## src/rtl/nand_burst_sequencer_if.sv

```systemverilog
// ---------------------------------------------------------------------------
// nand_burst_sequencer_if
//   Bundles every non-clock, non-reset signal of the NAND word-burst engine.
//
//   Command side : start, dir, length, base_addr, abort  -> engine
//                  busy, done, error, count (+checksum)  <- engine
//   IO unit side : io_activate, io_type, io_wdata        <- engine
//                  io_rdata, io_busy                     -> engine
//   Page buffer  : buf_addr, buf_rd, buf_we, buf_wdata   <- engine
//                  buf_rdata (valid the cycle after buf_rd) -> engine
//
//   modport master : the burst engine itself
//   modport slave  : its surroundings (command sequencer, IO unit, buffer)
//
//   Optional macro BURST_CHECKSUM_EN adds the 16-bit checksum signal.
// ---------------------------------------------------------------------------
interface nand_burst_sequencer_if #(
    parameter int ADDR_W = 13,
    parameter int LEN_W  = 13
);
    logic              start;
    logic              dir;
    logic [LEN_W-1:0]  length;
    logic [ADDR_W-1:0] base_addr;
    logic              abort;
    logic              busy;
    logic              done;
    logic              error;
    logic [LEN_W-1:0]  count;
`ifdef BURST_CHECKSUM_EN
    logic [15:0]       checksum;
`endif
    logic              io_activate;
    logic              io_type;
    logic [15:0]       io_wdata;
    logic [15:0]       io_rdata;
    logic              io_busy;
    logic [ADDR_W-1:0] buf_addr;
    logic              buf_rd;
    logic [15:0]       buf_rdata;
    logic              buf_we;
    logic [15:0]       buf_wdata;

    modport master (
`ifdef BURST_CHECKSUM_EN
        output checksum,
`endif
        input  start, dir, length, base_addr, abort,
        output busy, done, error, count,
        output io_activate, io_type, io_wdata,
        input  io_rdata, io_busy,
        output buf_addr, buf_rd, buf_we, buf_wdata,
        input  buf_rdata
    );

    modport slave (
`ifdef BURST_CHECKSUM_EN
        input  checksum,
`endif
        output start, dir, length, base_addr, abort,
        input  busy, done, error, count,
        input  io_activate, io_type, io_wdata,
        output io_rdata, io_busy,
        input  buf_addr, buf_rd, buf_we, buf_wdata,
        output buf_rdata
    );
endinterface

```

## src/rtl/nand_burst_sequencer.sv

```systemverilog
// ---------------------------------------------------------------------------
// nand_burst_sequencer
//   Moves a burst of `length` 16-bit words between the controller page
//   buffer and the NAND data IO unit. One io_activate pulse per word; the IO
//   unit's busy rise/fall handshake delimits each word. Read bursts
//   (dir=1) store io_rdata into the buffer, write bursts (dir=0) fetch a
//   buffer word into io_wdata before activating the IO unit.
//
//   Ports
//     clk    : clock, all logic on the rising edge
//     nreset : asynchronous active-low reset
//     bus    : nand_burst_sequencer_if.master (command, IO unit, buffer)
//
//   Parameters
//     ADDR_W     : buffer word address width (addresses wrap mod 2^ADDR_W)
//     LEN_W      : width of length / count
//     HI_TIMEOUT : WAIT_HI cycles allowed for io_busy to rise
//
//   Optional macro BURST_CHECKSUM_EN: adds a 16-bit running sum of the words
//   transferred (read: io_rdata, write: io_wdata), cleared on start.
//
//   All outputs are registered: each is loaded on the edge that enters the
//   state in which it is meant to be seen, so it lines up with that state.
// ---------------------------------------------------------------------------
module nand_burst_sequencer #(
    parameter int ADDR_W     = 13,
    parameter int LEN_W      = 13,
    parameter int HI_TIMEOUT = 8
) (
    input  logic                     clk,
    input  logic                     nreset,
    nand_burst_sequencer_if.master   bus
);

    localparam logic IO_WRITE = 1'b0;
    localparam logic IO_READ  = 1'b1;

    localparam int TMR_W = (HI_TIMEOUT > 2) ? $clog2(HI_TIMEOUT) : 1;
    localparam logic [TMR_W-1:0] TMR_LAST = TMR_W'(HI_TIMEOUT - 1);

    typedef enum logic [2:0] {
        S_IDLE,
        S_FETCH,
        S_LOAD,
        S_ISSUE,
        S_WAIT_HI,
        S_WAIT_LO,
        S_STORE,
        S_FIN
    } state_t;

    state_t            state_reg;
    logic              dir_reg;
    logic [LEN_W-1:0]  len_reg;
    logic [LEN_W-1:0]  count_reg;
    logic [ADDR_W-1:0] addr_reg;
    logic              abort_reg;
    logic [TMR_W-1:0]  timer_reg;

    logic              busy_reg;
    logic              done_reg;
    logic              error_reg;
    logic              io_activate_reg;
    logic              io_type_reg;
    logic [15:0]       io_wdata_reg;
    logic [ADDR_W-1:0] buf_addr_reg;
    logic              buf_rd_reg;
    logic              buf_we_reg;
    logic [15:0]       buf_wdata_reg;
`ifdef BURST_CHECKSUM_EN
    logic [15:0]       checksum_reg;
`endif

    logic [LEN_W-1:0]  count_next;
    logic [ADDR_W-1:0] addr_next;
    logic              finish_now;

    assign count_next = count_reg + LEN_W'(1);
    assign addr_next  = addr_reg + ADDR_W'(1);
    // An abort arriving in the STORE cycle itself is honoured as well.
    assign finish_now = (count_next == len_reg) || abort_reg || bus.abort;

    always_ff @(posedge clk or negedge nreset) begin
        if (!nreset) begin
            state_reg       <= S_IDLE;
            dir_reg         <= 1'b0;
            len_reg         <= '0;
            count_reg       <= '0;
            addr_reg        <= '0;
            abort_reg       <= 1'b0;
            timer_reg       <= '0;
            busy_reg        <= 1'b0;
            done_reg        <= 1'b0;
            error_reg       <= 1'b0;
            io_activate_reg <= 1'b0;
            io_type_reg     <= IO_WRITE;
            io_wdata_reg    <= '0;
            buf_addr_reg    <= '0;
            buf_rd_reg      <= 1'b0;
            buf_we_reg      <= 1'b0;
            buf_wdata_reg   <= '0;
`ifdef BURST_CHECKSUM_EN
            checksum_reg    <= '0;
`endif
        end else begin
            // Single-cycle strobes default low; only the entering edge sets them.
            done_reg        <= 1'b0;
            io_activate_reg <= 1'b0;
            buf_rd_reg      <= 1'b0;
            buf_we_reg      <= 1'b0;

            // Sticky abort request, collected in every busy state.
            if (state_reg != S_IDLE && bus.abort) begin
                abort_reg <= 1'b1;
            end

            case (state_reg)
                S_IDLE: begin
                    if (bus.start) begin
                        dir_reg     <= bus.dir;
                        len_reg     <= bus.length;
                        addr_reg    <= bus.base_addr;
                        count_reg   <= '0;
                        error_reg   <= 1'b0;
                        abort_reg   <= 1'b0;
                        io_type_reg <= bus.dir ? IO_READ : IO_WRITE;
                        busy_reg    <= 1'b1;
`ifdef BURST_CHECKSUM_EN
                        checksum_reg <= '0;
`endif
                        if (bus.length == '0) begin
                            state_reg <= S_FIN;
                            done_reg  <= 1'b1;
                        end else if (!bus.dir) begin
                            state_reg    <= S_FETCH;
                            buf_rd_reg   <= 1'b1;
                            buf_addr_reg <= bus.base_addr;
                        end else begin
                            state_reg       <= S_ISSUE;
                            io_activate_reg <= 1'b1;
                        end
                    end
                end

                S_FETCH: begin
                    state_reg <= S_LOAD;
                end

                S_LOAD: begin
                    // buf_rdata answers the FETCH read now; held until the next LOAD.
                    io_wdata_reg    <= bus.buf_rdata;
                    state_reg       <= S_ISSUE;
                    io_activate_reg <= 1'b1;
                end

                S_ISSUE: begin
                    state_reg <= S_WAIT_HI;
                    timer_reg <= '0;
                end

                S_WAIT_HI: begin
                    if (bus.io_busy) begin
                        state_reg <= S_WAIT_LO;
                    end else if (timer_reg == TMR_LAST) begin
                        error_reg <= 1'b1;
                        state_reg <= S_FIN;
                        done_reg  <= 1'b1;
                    end else begin
                        timer_reg <= timer_reg + TMR_W'(1);
                    end
                end

                S_WAIT_LO: begin
                    if (!bus.io_busy) begin
                        state_reg     <= S_STORE;
                        // Captured for every word: it is the buffer write data
                        // on reads and the checksum operand on reads.
                        buf_wdata_reg <= bus.io_rdata;
                        if (dir_reg) begin
                            buf_we_reg   <= 1'b1;
                            buf_addr_reg <= addr_reg;
                        end
                    end
                end

                S_STORE: begin
                    count_reg <= count_next;
                    addr_reg  <= addr_next;
`ifdef BURST_CHECKSUM_EN
                    checksum_reg <= checksum_reg + (dir_reg ? buf_wdata_reg : io_wdata_reg);
`endif
                    if (finish_now) begin
                        state_reg <= S_FIN;
                        done_reg  <= 1'b1;
                    end else if (dir_reg) begin
                        state_reg       <= S_ISSUE;
                        io_activate_reg <= 1'b1;
                    end else begin
                        state_reg    <= S_FETCH;
                        buf_rd_reg   <= 1'b1;
                        buf_addr_reg <= addr_next;
                    end
                end

                S_FIN: begin
                    state_reg <= S_IDLE;
                    busy_reg  <= 1'b0;
                end

                default: begin
                    state_reg <= S_IDLE;
                    busy_reg  <= 1'b0;
                end
            endcase
        end
    end

    assign bus.busy        = busy_reg;
    assign bus.done        = done_reg;
    assign bus.error       = error_reg;
    assign bus.count       = count_reg;
    assign bus.io_activate = io_activate_reg;
    assign bus.io_type     = io_type_reg;
    assign bus.io_wdata    = io_wdata_reg;
    assign bus.buf_addr    = buf_addr_reg;
    assign bus.buf_rd      = buf_rd_reg;
    assign bus.buf_we      = buf_we_reg;
    assign bus.buf_wdata   = buf_wdata_reg;
`ifdef BURST_CHECKSUM_EN
    assign bus.checksum    = checksum_reg;
`endif

endmodule

```

## src/flat_wrapper.sv

```systemverilog
// flat-port wrapper written by rule: the top's interface ports become plain ports
module nand_burst_sequencer_flat 
#(
    parameter int ADDR_W     = 13,
    parameter int LEN_W      = 13,
    parameter int HI_TIMEOUT = 8
)
  (clk, nreset, bus_start, bus_dir, bus_length, bus_base_addr, bus_abort, bus_busy, bus_done, bus_error, bus_count, bus_io_activate, bus_io_type, bus_io_wdata, bus_io_rdata, bus_io_busy, bus_buf_addr, bus_buf_rd, bus_buf_we, bus_buf_wdata, bus_buf_rdata);
  nand_burst_sequencer_if #(.ADDR_W(ADDR_W), .LEN_W(LEN_W)) bus_i ();
  input  logic clk;
  input  logic nreset;
  input wire logic [$bits(bus_i.start)-1:0] bus_start;
  input wire logic [$bits(bus_i.dir)-1:0] bus_dir;
  input wire logic [$bits(bus_i.length)-1:0] bus_length;
  input wire logic [$bits(bus_i.base_addr)-1:0] bus_base_addr;
  input wire logic [$bits(bus_i.abort)-1:0] bus_abort;
  output wire logic [$bits(bus_i.busy)-1:0] bus_busy;
  output wire logic [$bits(bus_i.done)-1:0] bus_done;
  output wire logic [$bits(bus_i.error)-1:0] bus_error;
  output wire logic [$bits(bus_i.count)-1:0] bus_count;
  output wire logic [$bits(bus_i.io_activate)-1:0] bus_io_activate;
  output wire logic [$bits(bus_i.io_type)-1:0] bus_io_type;
  output wire logic [$bits(bus_i.io_wdata)-1:0] bus_io_wdata;
  input wire logic [$bits(bus_i.io_rdata)-1:0] bus_io_rdata;
  input wire logic [$bits(bus_i.io_busy)-1:0] bus_io_busy;
  output wire logic [$bits(bus_i.buf_addr)-1:0] bus_buf_addr;
  output wire logic [$bits(bus_i.buf_rd)-1:0] bus_buf_rd;
  output wire logic [$bits(bus_i.buf_we)-1:0] bus_buf_we;
  output wire logic [$bits(bus_i.buf_wdata)-1:0] bus_buf_wdata;
  input wire logic [$bits(bus_i.buf_rdata)-1:0] bus_buf_rdata;
  assign bus_i.start = bus_start;
  assign bus_i.dir = bus_dir;
  assign bus_i.length = bus_length;
  assign bus_i.base_addr = bus_base_addr;
  assign bus_i.abort = bus_abort;
  assign bus_busy = bus_i.busy;
  assign bus_done = bus_i.done;
  assign bus_error = bus_i.error;
  assign bus_count = bus_i.count;
  assign bus_io_activate = bus_i.io_activate;
  assign bus_io_type = bus_i.io_type;
  assign bus_io_wdata = bus_i.io_wdata;
  assign bus_i.io_rdata = bus_io_rdata;
  assign bus_i.io_busy = bus_io_busy;
  assign bus_buf_addr = bus_i.buf_addr;
  assign bus_buf_rd = bus_i.buf_rd;
  assign bus_buf_we = bus_i.buf_we;
  assign bus_buf_wdata = bus_i.buf_wdata;
  assign bus_i.buf_rdata = bus_buf_rdata;
  nand_burst_sequencer #(.ADDR_W(ADDR_W), .LEN_W(LEN_W), .HI_TIMEOUT(HI_TIMEOUT)) u_core (.clk(clk), .nreset(nreset), .bus(bus_i));
endmodule
```

## config.mk

```make
export PLATFORM = sky130hd
export DESIGN_NAME = nand_burst_sequencer_flat
export DESIGN_NICKNAME = d
export VERILOG_FILES = /design/src/rtl/nand_burst_sequencer_if.sv /design/src/rtl/nand_burst_sequencer.sv /design/src/flat_wrapper.sv
export SDC_FILE = /design/constraint.sdc
export NUM_CORES = 1
export LEC_CHECK = 0
export ABC_AREA = 1
export CAP_MARGIN = 20
export CORE_UTILIZATION = 35
export CTS_CLUSTER_SIZE = 20
export DETAILED_ROUTE_END_ITERATION = 10
export MAX_ROUTING_LAYER = met4
export SYNTH_ARGS = -nofsm -noshare
export SYNTH_HDL_FRONTEND = slang
export SYNTH_SLANG_ARGS = --single-unit
```

## constraint.sdc

```tcl
create_clock -name clk -period 3.8 [get_ports clk]
set_input_delay 0.76 -clock clk [delete_from_list [all_inputs] [get_ports clk]]
set_output_delay 0.76 -clock clk [all_outputs]
set_load 0.05 [all_outputs]
```

==> impl_summary.txt <==
----------------------------------------------------
[Detailed routing]
  Ratio of routed vias to standard cells ... around 5
  WL per Instance ... 14.8 um
  DRC marker count from the first detailed-route iteration ... ~250
  Remaining antenna violation count after routing ... 0
  Final Routed Wirelength ... about 14000 um
  Number of vias after detailed routing ... ~5000
  First-pass iteration count of the detailed router ... 5
  DR DRC count ... 0

[Power]
  Leakage power of the design ... around 3.2 nW
  Sequential fraction of design power ... between 20% and 30%
  Internal power ... between 3 and 4 mW
  Part of the total power dissipated in the clock network ... 13.2%
  Net Sw Frac ... between 50% and 60%
  Proportion of power drawn by combinational gates ... 58.1%
  Highest ir drop seen on vdd ... a little over 0.0006 V
  Power Density ... about 950 mW/mm^2
  Total power after layout ... approximately 6.6 mW
  Switching power total ... ~3.3 mW

[Cells and area]
  Filler cell count ... ~1400
  Storage element area ... roughly 0.0025 sq mm
  NumNets Final ... roughly 850
  Antenna diode count ... 0
  Final core utilization ... 47.9%
  Ratio of cells with drive above 1 in the final layout ... 9.57%
  Synth-to-layout area growth ... 33.8%
  Multi-input logic area ... roughly 0.0023 sq mm

[Setup path]
  FF-to-FF End ... u_core.bus.buf_addr[8]
  Crit end category ... flip-flop
  Setup slack, reg-to-reg ... around 1300 ps
  Crit path launch type ... flip-flop
  Critical path class ... reg -> reg
  Maximum net fanout on the critical path ... 24
  Critical R2R Launch ... u_core.state_reg[0]
  Worst-case reg-to-reg path depth ... 12
  Req. time, crit path ... 4030 ps
  Crit path DAT ... 2780 ps
  Critical path endpoint ... u_core.bus.buf_addr[8]
  Critical Path Start ... u_core.state_reg[0]

[Clock tree]
  Quantity of gates resized following cts ... 0
  Worst-skew pair later-pin latency ... 350 ps
  CTS sink cnt ... 98
  Root buffer cell ... clkbuf_16
  CTS tree ... built
  CTS hold repair buffers ... 0
  Number of setup buffers added after CTS ... 0
  Number of clock buffers inserted by TritonCTS ... 9
  Clock-pin slew reported for the worst setup and hold paths after clock tree synthesis ... 60 ps
  Clock H-tree levels ... 3
  Clock tree buffer depth ... 2

[Synthesis]
  Number of synthesis warnings ... 0
  Count of different cell masters after synthesis ... 40
  Flip-flop and latch count after synthesis ... slightly below 100
  Instance count of the mapped netlist ... around 650
  Most used standard cell by instance count after synthesis ... nand2_1
  Synthesized net count ... 720
  Dominant cells by area after synthesis ... dfrtp_1 47%, nand2_1 14%, inv_1 5.4%
  Most used standard cells in the synthesized netlist ... 196 x nand2_1, 98 x dfrtp_1, 74 x inv_1, 43 x o21ai_0, 42 x nand3_1
  Number of flops mapped to enable cells by yosys ... 0
  Yosys top cell area share ... between 40% and 50%
  Share of synthesized area occupied by flip-flops and latches ... 47.3%
  Mapped Area ... a little over 0.005 sq mm
  Cell accounting for the most synthesized area ... dfrtp_1
  Flip-flop cell with the highest count after synthesis ... dfrtp_1
  Share of synthesized registers carrying an async set or reset ... 100%
  Per-instance average area after synthesis ... a little under 8 sq um

[Global route]
  Initial antenna violation count ... 0
  Wire length of the first global-routing pass ... 23500 um
  Largest net degree at the start of global routing ... around 50
  Vias in the first global route ... between 4000 and 5000
  Total grt overflow ... 0
  Overall fraction of global-route tracks in use ... about a fifth

[Timing]
  Final count of negative-setup-slack endpoints ... 0
  Actual transition at the worst max-transition pin ... roughly 700 ps
  Worst setup skew after layout ... around 10 ps
  Final worst setup slack ... 1250 ps
  Final critical delay including setup and external delays ... around 2500 ps
  Worst slew slack as a fraction of its limit ... between 50% and 60%
  Slew Limit Fails ... 0
  Unrepaired setup endpoints after global routing ... no
  Post-route fraction of the period consumed by the critical path ... approximately two thirds
  Final hold slack ... approximately 450 ps
  Setup total negative slack ... 0 ps
  Number of hold-slack violations in the final timing report ... 0
  Timing-limited maximum frequency ... roughly 400 MHz

[Floorplan]
  Die area ... roughly 0.015 sq mm
  Die boundary height ... around 120 um
  Std-Cell Rows ... 44
  Count of pins on the block boundary ... ~130
  Core Box Area ... between 0.01 and 0.015 sq mm
  Starting density of the core ... 35.8%
  Die span in x ... between 100 and 150 um

[Placed design]
  DPL Wire Length ... about 11000 um
  GP Congestion ... slightly below 0.9
  IO buf count ... 128
  Pre-CTS setup slack ... around 990 ps

[Hold path]
  Worst hold-check path type ... in -> async

[Job]
  Max cap viols ... 0

[Outcome]
  Run status ... complete, no violations

----------------------------------------------------
==> worst min-delay path by stage <==
stage | start | cells past startpoint | slack, ps | end
2_1_floorplan | nreset | 0 | 460 | u_core.abort_reg
3_3_place_gp | u_core.bus.io_wdata[15] | 2 | 460 | u_core.bus.io_wdata[15]
3_5_place_dp | u_core.bus.io_wdata[11] | 2 | 460 | u_core.bus.io_wdata[11]
4_1_cts | nreset | 1 | 470 | u_core.bus.buf_wdata[11]
5_1_grt | nreset | 1 | 500 | u_core.bus.buf_wdata[12]
6_report | nreset | 1 | 450 | u_core.bus.buf_wdata[12]
==> stage by stage <==
| stage | area, sq um | cells |
|---|---|---|
| after floorplan | 5180 | 652 |
| after global placement | 6650 | 953 |
| after detailed placement | 6650 | 953 |
| after CTS | 6930 | 968 |
| after global routing | 6930 | 968 |
| final | 6930 | 968 |
==> layout make-up <==
cell class | instances | area share (%)
Timing Repair Buffer | 135 | 19.2
Sequential cell | 98 | 35.4
Clock buffer | 11 | 3.65
Inverter | 81 | 4.39
Clock inverter | 4 | 0.379
Multi-Input combinational cell | 455 | 33.7
Tap cell | 184 | 3.32
==> layer usage <==
metal | part of all wire (%) | wire length (um) | global-route usage, % | vias to the layer above
met2 | 45 | 6460 | 31.0 | 154
met5 | 0 | 0 | - | -
met1 | 47 | 6670 | 27.2 | 2307
met4 | 1.8 | 263 | 8.21 | 0
met3 | 6.6 | 940 | 4.17 | 19
li1 | - | - | - | 2383
==> critical path, cell delays in order, from the launching register on <==
cell and delay [ps]:
dfrtp_1 390, inv_1 100, nand2_1 110, nor2_2 90, buf_4 300, inv_2 270, nand2_1 200, o21ai_1 110
nor4_4 220, buf_4 240, nand3_4 220, nand2_1 120, nand2_1 60
==> cells by family (layout without fill, tap and decap cells) <==
| logic type | after synthesis | after routing | synth area share [%] |
|---|---|---|---|
| adder cells (fa/ha/maj) | 4 | 4 | 0.966 |
| multiplexers | 16 | 16 | 3.48 |
| AND/OR/NAND/NOR | 339 | 339 | 29.6 |
| AO/OA/AOI/OAI | 96 | 96 | 11.0 |
| flip-flops | 98 | 98 | 47.3 |
| buffers and inverters | 99 | 231 | 7.58 |
==> layout by cell type (no fill, tap or decap), drive strengths merged <==
master / n
nand3b: 8
ha: 4
nor3b: 1
o211ai: 9
a22o: 2
o31ai: 1
clkdlybuf4s50: 127
or2: 1
clkbuf: 11
o22ai: 5
a31oi: 1
o221ai: 3
buf: 8
nand3: 44
a22oi: 5
nand4: 19
a31o: 1
a21oi: 20
mux2: 16
inv: 81
a211oi: 3
o21ai: 45
nor3: 5
clkinvlp: 1
nor4: 2
nor2: 49
o21bai: 1
clkinv: 3
dfrtp: 98
nand2: 210
==> power groups by stage <==
stage / Sequential, mW / Clock (mW) / Combinational (mW)
5_1_grt: 1.97 / 0.940 / 4.19
4_1_cts: 1.90 / 0.901 / 3.86
3_3_place_gp: 1.90 / 0 / 3.79
6_report: 1.90 / 0.870 / 3.84
2_1_floorplan: 2.92 / 0 / 1.65
3_5_place_dp: 1.91 / 0 / 3.85
Note: power is estimated with default switching activity, not from simulation.
